### src/rtl/divider_rr_scheduler.sv
// Round-robin front end that shares one multi-cycle divider between NUM_REQ
// requesters and returns each result on a single tagged response channel.
module divider_rr_scheduler #(
  parameter int WIDTH       = 8,
  parameter int NUM_REQ     = 4,
  parameter int BYPASS_ZERO = 1
) (
  input  logic                       clk,
  input  logic                       rst_n,
  input  logic [NUM_REQ-1:0]         req_valid,
  output logic [NUM_REQ-1:0]         req_ready,
  input  logic [NUM_REQ*WIDTH-1:0]   req_dividend,
  input  logic [NUM_REQ*WIDTH-1:0]   req_divisor,
  output logic                       div_go,
  output logic [WIDTH-1:0]           div_dividend,
  output logic [WIDTH-1:0]           div_divisor,
  input  logic                       div_done,
  input  logic [WIDTH-1:0]           div_quotient,
  input  logic [WIDTH-1:0]           div_remainder,
  input  logic                       div_dbz,
  output logic                       resp_valid,
  input  logic                       resp_ready,
  output logic [$clog2(NUM_REQ)-1:0] resp_id,
  output logic [WIDTH-1:0]           resp_quotient,
  output logic [WIDTH-1:0]           resp_remainder,
  output logic                       resp_dbz,
  output logic                       busy
);

  localparam int IDW = $clog2(NUM_REQ);

  typedef enum logic [1:0] {IDLE, ISSUE, WAIT, RESP} state_t;

  state_t           state, state_nx;
  logic [IDW-1:0]   rr_ptr, winner, ptr_nx;
  logic             found, accept, bypass_hit, done_q, done_rise;
  logic [WIDTH-1:0] op_a, op_b, sel_a, sel_b;

  // Search from rr_ptr upward, wrapping, for the first valid requester.
  always_comb begin
    winner = '0;
    found  = 1'b0;
    for (int unsigned k = 0; k < NUM_REQ; k++) begin
      int unsigned idx;
      idx = (int'(rr_ptr) + k) % NUM_REQ;
      if (!found && req_valid[idx]) begin
        found  = 1'b1;
        winner = idx[IDW-1:0];
      end
    end
  end

  always_comb begin
    sel_a = '0;
    sel_b = '0;
    for (int unsigned k = 0; k < NUM_REQ; k++) begin
      if (winner == k[IDW-1:0]) begin
        sel_a = req_dividend[k*WIDTH +: WIDTH];
        sel_b = req_divisor[k*WIDTH +: WIDTH];
      end
    end
  end

  assign accept     = (state == IDLE) && found;
  assign bypass_hit = (BYPASS_ZERO != 0) && (sel_b == '0);
  assign ptr_nx     = (winner == IDW'(NUM_REQ - 1)) ? '0 : winner + 1'b1;
  // Only a fresh rising edge counts, so a done level left from the last op is ignored.
  assign done_rise  = div_done && !done_q;

  always_comb begin
    state_nx  = state;
    req_ready = '0;
    div_go    = 1'b0;
    case (state)
      IDLE: begin
        if (found) begin
          req_ready[winner] = 1'b1;
          state_nx          = bypass_hit ? RESP : ISSUE;
        end
      end
      ISSUE: begin
        div_go   = 1'b1;
        state_nx = WAIT;
      end
      WAIT: begin
        if (done_rise) state_nx = RESP;
      end
      RESP: begin
        if (resp_ready) state_nx = IDLE;
      end
      default: state_nx = IDLE;
    endcase
  end

  assign resp_valid   = (state == RESP);
  assign busy         = (state != IDLE);
  assign div_dividend = op_a;
  assign div_divisor  = op_b;

  always_ff @(posedge clk) begin
    if (!rst_n) begin
      state          <= IDLE;
      rr_ptr         <= '0;
      done_q         <= 1'b0;
      op_a           <= '0;
      op_b           <= '0;
      resp_id        <= '0;
      resp_quotient  <= '0;
      resp_remainder <= '0;
      resp_dbz       <= 1'b0;
    end else begin
      state  <= state_nx;
      done_q <= div_done;
      if (accept) begin
        op_a    <= sel_a;
        op_b    <= sel_b;
        resp_id <= winner;
        rr_ptr  <= ptr_nx;
        if (bypass_hit) begin
          resp_quotient  <= '1;
          resp_remainder <= sel_a;
          resp_dbz       <= 1'b1;
        end
      end
      if (state == WAIT && done_rise) begin
        resp_quotient  <= div_quotient;
        resp_remainder <= div_remainder;
        resp_dbz       <= div_dbz;
      end
    end
  end

endmodule

### config.mk
export PLATFORM = sky130hd
export DESIGN_NAME = divider_rr_scheduler
export DESIGN_NICKNAME = d
export VERILOG_FILES = /design/src/rtl/divider_rr_scheduler.sv
export SDC_FILE = /design/constraint.sdc
export NUM_CORES = 1
export LEC_CHECK = 0
export ABC_AREA = 1
export BUFFER_PORTS_ARGS = -buffer_cell sky130_fd_sc_hd__clkbuf_2
export CORE_UTILIZATION = 50
export CTS_CLUSTER_SIZE = 16
export DETAILED_ROUTE_END_ITERATION = 16
export PLACE_DENSITY = 0.88
export REMOVE_ABC_BUFFERS = 1
export SYNTH_ARGS = -nofsm -noshare
export SYNTH_HDL_FRONTEND = slang
export SYNTH_SLANG_ARGS = --single-unit
### constraint.sdc
create_clock -name clk -period 4 [get_ports clk]
set_input_delay 0 -clock clk [delete_from_list [all_inputs] [get_ports clk]]
set_output_delay 0 -clock clk [all_outputs]
set_load 0.1 [all_outputs]
==> run_results.csv <==
group,metric,value,unit
outcome,run_status,"completed",
sta,tightestPinTransition,1.07,ns
synth,synth_cell_type_count,30,
clock_tree,clock_tree_from_tritoncts,"yes",
clock_tree,later_pin_clock_latency_in_the_skew_report,0.29,ns
clock_tree,clkTransAtPathRegs,0.09,ns
setup_path,cp-start-kind,"register",
setup_path,required,4.25,ns
routing,route.vias.total,3240,
place,gp_congestion,0.940,
global_routing,first_pass_grt_wire_length,12.3,mm
setup_path,cp_data_arrival_time,3.75,ns
sta,max_freq,285,MHz
routing,drt-vias-per-instance,5.09,
setup_path,worst_r2r_path_depth,23,
floorplan,die_area,5720,um^2
routing,drtAntennaViolNets,0,
setup_path,timing.critical_path.from,"rr_ptr[0]",
setup_path,critPathCaptureType,"register",
routing,drtPass1Iterations,4,
sta,clock_skew,0.00522,ns
global_routing,grt.total_usage,0.283,
floorplan,die_w,75.7,um
setup_path,worstPathMaxFanout,19,
sta,timing.final.crit_share,0.877,
global_routing,grt_pass1_vias,2874,
sta,finalCriticalPeriod,3.51,ns
layout,layout-area-overhead-vs-synth,28.0,%
global_routing,grt_overflow,0,
sta,setup_repair_after_global_routing_missed_its_margin,"false",
synth,synth_area_per_cell,6.10,um^2
synth,synth_cells,445,
clock_tree,clock-sinks,40,
floorplan,core_area,5170,um^2
synth,netlist.area_leader.share,0.295,
layout,insertedDiodeCount,0,
sta,slew_viol_final,0,
synth,synthTopCellsByArea,"sky130_fd_sc_hd__dfxtp_1 30%, sky130_fd_sc_hd__nand2_1 21%, sky130_fd_sc_hd__nor2_1 9.1%",
routing,drt_first_iter_violations,215,
setup_path,worst_case_register_to_register_setup_slack,0.49,ns
synth,synth-seq-area-share,0.295,
place,dp.final_hpwl,5.93,mm
global_routing,grt_start_max_net_pins,29,
setup_path,timing.setup.critical_path_class,"register to register",
sta,hold_viol_final,0,
layout,net_count_of_the_finished_layout,663,
place,io_buffer_count,130,
layout,final_layout_size_suffix_gt1_frac,0.287,
setup_path,endpoint,"resp_quotient[4]",
routing,post-route-drc-count,0,
sta,finalSetupTns,0,ns
synth,synthesis.yosys.warnings,0,
clock_tree,cts-buffers-inserted,5,
floorplan,rows,26,
synth,post-synth-top-area-cell,"sky130_fd_sc_hd__dfxtp_1",
setup_path,reg2reg_to,"resp_quotient[4]",
clock_tree,htree_levels,2,
clock_tree,max-clock-path-buffers,2,
run,maxCapViolations,0,
global_routing,grt_antenna_before_repair,0,
setup_path,reg2reg_from,"rr_ptr[0]",
clock_tree,cts-root-buf,"sky130_fd_sc_hd__clkbuf_8",
floorplan,count_of_boundary_i_o_pins,131,
floorplan,die_height,75.7,um
synth,ys_ff_latch,40,
synth,post_synth_instance_area,2710,um^2
sta,report.final.setup_viol,0,
sta,relSlewSlack,0.285,
routing,finalWirelength,7.70,mm
floorplan,initial_core_util,0.524,
routing,post_drt_wl_per_cell,12.1,um
worst_hold_path,min-delay-path-class,"input port to register",
## per-stage QoR
stage          utilization  instances  instance area [um^2]  hold slack [ns]  setup WS, ns
2_1_floorplan            -        426                  2590           0.0935         0.545
3_3_place_gp         0.644        627                  3330            0.218         0.567
3_5_place_dp         0.644        627                  3330            0.227         0.348
4_1_cts              0.671        637                  3470          0.00208         0.292
5_1_grt              0.672        637                  3470           0.0183         0.111
6_report             0.672        637                  3470          0.00582         0.494
## logic make-up after synthesis
logic type	synth area share
adder cells (fa/ha/maj)	0.0369
AND/OR/NAND/NOR	0.424
buffers and inverters	0.106
flip-flops	0.295
AO/OA/AOI/OAI	0.137
## metal layers
metal,vias up,track usage,share of wire
li1,1643,-,-
met1,1442,0.338,0.41
met2,136,0.492,0.50
met3,19,0.0582,0.064
met4,0,0.119,0.024
met5,-,0,0
## how the worst min path moves through the flow
| stage | startpoint | end | slack (ns) | depth (start not counted) |
|---|---|---|---|---|
| finish | div_quotient[2] | resp_quotient[2] | 0.006 | 5 |
| floorplan | div_done | done_q | 0.09 | 2 |
| global placement | div_done | done_q | 0.22 | 3 |
| detailed placement | div_done | done_q | 0.23 | 3 |
| CTS | div_quotient[1] | resp_quotient[1] | 0.002 | 5 |
| global route | div_quotient[6] | resp_quotient[6] | 0.02 | 5 |
## synth_stat cells
cell type / n
sky130_fd_sc_hd__a21boi_0: 1
sky130_fd_sc_hd__a21boi_1: 1
sky130_fd_sc_hd__a21oi_1: 37
sky130_fd_sc_hd__a22oi_1: 1
sky130_fd_sc_hd__buf_1: 1
sky130_fd_sc_hd__buf_2: 7
sky130_fd_sc_hd__buf_6: 6
sky130_fd_sc_hd__clkbuf_1: 5
sky130_fd_sc_hd__clkinv_1: 1
sky130_fd_sc_hd__dfxtp_1: 40
sky130_fd_sc_hd__ha_1: 8
sky130_fd_sc_hd__inv_1: 35
sky130_fd_sc_hd__inv_2: 4
sky130_fd_sc_hd__inv_4: 2
sky130_fd_sc_hd__nand2_1: 149
sky130_fd_sc_hd__nand2_2: 8
sky130_fd_sc_hd__nand2_4: 3
sky130_fd_sc_hd__nand2_8: 1
sky130_fd_sc_hd__nand3_1: 33
sky130_fd_sc_hd__nand3_4: 1
sky130_fd_sc_hd__nand3b_1: 1
sky130_fd_sc_hd__nand4_1: 1
sky130_fd_sc_hd__nor2_1: 66
sky130_fd_sc_hd__nor2_4: 1
sky130_fd_sc_hd__nor2_8: 1
sky130_fd_sc_hd__o211ai_1: 8
sky130_fd_sc_hd__o21ai_0: 16
sky130_fd_sc_hd__o21ai_1: 5
sky130_fd_sc_hd__or2_0: 1
sky130_fd_sc_hd__or2_2: 1
## layout by cell type (no fill, tap or decap)
cell type / n
sky130_fd_sc_hd__nand2_1: 149
sky130_fd_sc_hd__clkbuf_2: 130
sky130_fd_sc_hd__nor2_1: 66
sky130_fd_sc_hd__dfxtp_1: 40
sky130_fd_sc_hd__a21oi_1: 37
sky130_fd_sc_hd__inv_1: 35
sky130_fd_sc_hd__nand3_1: 33
sky130_fd_sc_hd__o21ai_0: 16
sky130_fd_sc_hd__nand2_2: 8
sky130_fd_sc_hd__o211ai_1: 8
sky130_fd_sc_hd__ha_1: 6
sky130_fd_sc_hd__o21ai_1: 5
sky130_fd_sc_hd__clkbuf_8: 5
sky130_fd_sc_hd__inv_2: 4
sky130_fd_sc_hd__nand2_4: 3
sky130_fd_sc_hd__inv_4: 2
sky130_fd_sc_hd__ha_2: 2
sky130_fd_sc_hd__dlygate4sd3_1: 2
sky130_fd_sc_hd__nor2_8: 1
sky130_fd_sc_hd__nand3_4: 1
sky130_fd_sc_hd__nand3b_1: 1
sky130_fd_sc_hd__nand4_1: 1
sky130_fd_sc_hd__nand2_8: 1
sky130_fd_sc_hd__nor2_4: 1
sky130_fd_sc_hd__clkinv_1: 1
sky130_fd_sc_hd__a21boi_1: 1
sky130_fd_sc_hd__a21boi_0: 1
sky130_fd_sc_hd__or2_2: 1
sky130_fd_sc_hd__or2_0: 1
sky130_fd_sc_hd__a22oi_1: 1
sky130_fd_sc_hd__clkinvlp_4: 1
sky130_fd_sc_hd__inv_6: 1
sky130_fd_sc_hd__bufinv_16: 1
sky130_fd_sc_hd__buf_4: 1
## registers in the layout, indices dropped and copies added, names as in the netlist
signal and cells:
div_dividend 8, div_divisor 8, done_q 1, resp_dbz 1, resp_id 2, resp_quotient 8
resp_remainder 8, rr_ptr 2, state 2
## area by class of cell
class	instances	area (um^2)
fill	463	1700
sequential	40	801
inverter	42	163
timing repair buffer	133	678
tap	70	87.6
multi-input combinational	344	1630
clock buffer	5	68.8
clock inverter	3	46.3
## timing repair
| action | 4_1_cts | 5_1_grt |
|---|---|---|
| buffers inserted | 0 | 0 |
| hold buffers | 2 | 0 |
| setup endpoints to repair | 0 | 17 |
| endpoints found under the hold margin | 2 | 0 |
| resized for setup | 0 | 2 |
## critical path: stages, from the launching register on
cell	delay, ns
sky130_fd_sc_hd__dfxtp_1	0.50
sky130_fd_sc_hd__inv_4	0.09
sky130_fd_sc_hd__nand2_2	0.07
sky130_fd_sc_hd__nand2_1	0.07
sky130_fd_sc_hd__nand2_1	0.12
sky130_fd_sc_hd__nand2_2	0.10
sky130_fd_sc_hd__nor2_8	0.15
sky130_fd_sc_hd__nand2_1	0.09
sky130_fd_sc_hd__nand3_1	0.09
sky130_fd_sc_hd__nand3_1	0.17
sky130_fd_sc_hd__inv_1	0.14
sky130_fd_sc_hd__ha_2	0.42
sky130_fd_sc_hd__inv_1	0.22
sky130_fd_sc_hd__nand3_1	0.13
sky130_fd_sc_hd__nand2_1	0.08
sky130_fd_sc_hd__a21boi_1	0.20
sky130_fd_sc_hd__nand2_1	0.10
sky130_fd_sc_hd__nor2_1	0.13
sky130_fd_sc_hd__nand2_1	0.08
sky130_fd_sc_hd__nand2_2	0.17
sky130_fd_sc_hd__nand2_4	0.14
sky130_fd_sc_hd__nand2_1	0.09
sky130_fd_sc_hd__nand2_1	0.04
sky130_fd_sc_hd__inv_1	0.06
Power is not shown: default switching activity piles up to over one toggle a cycle in this logic, so the estimate is an artifact.
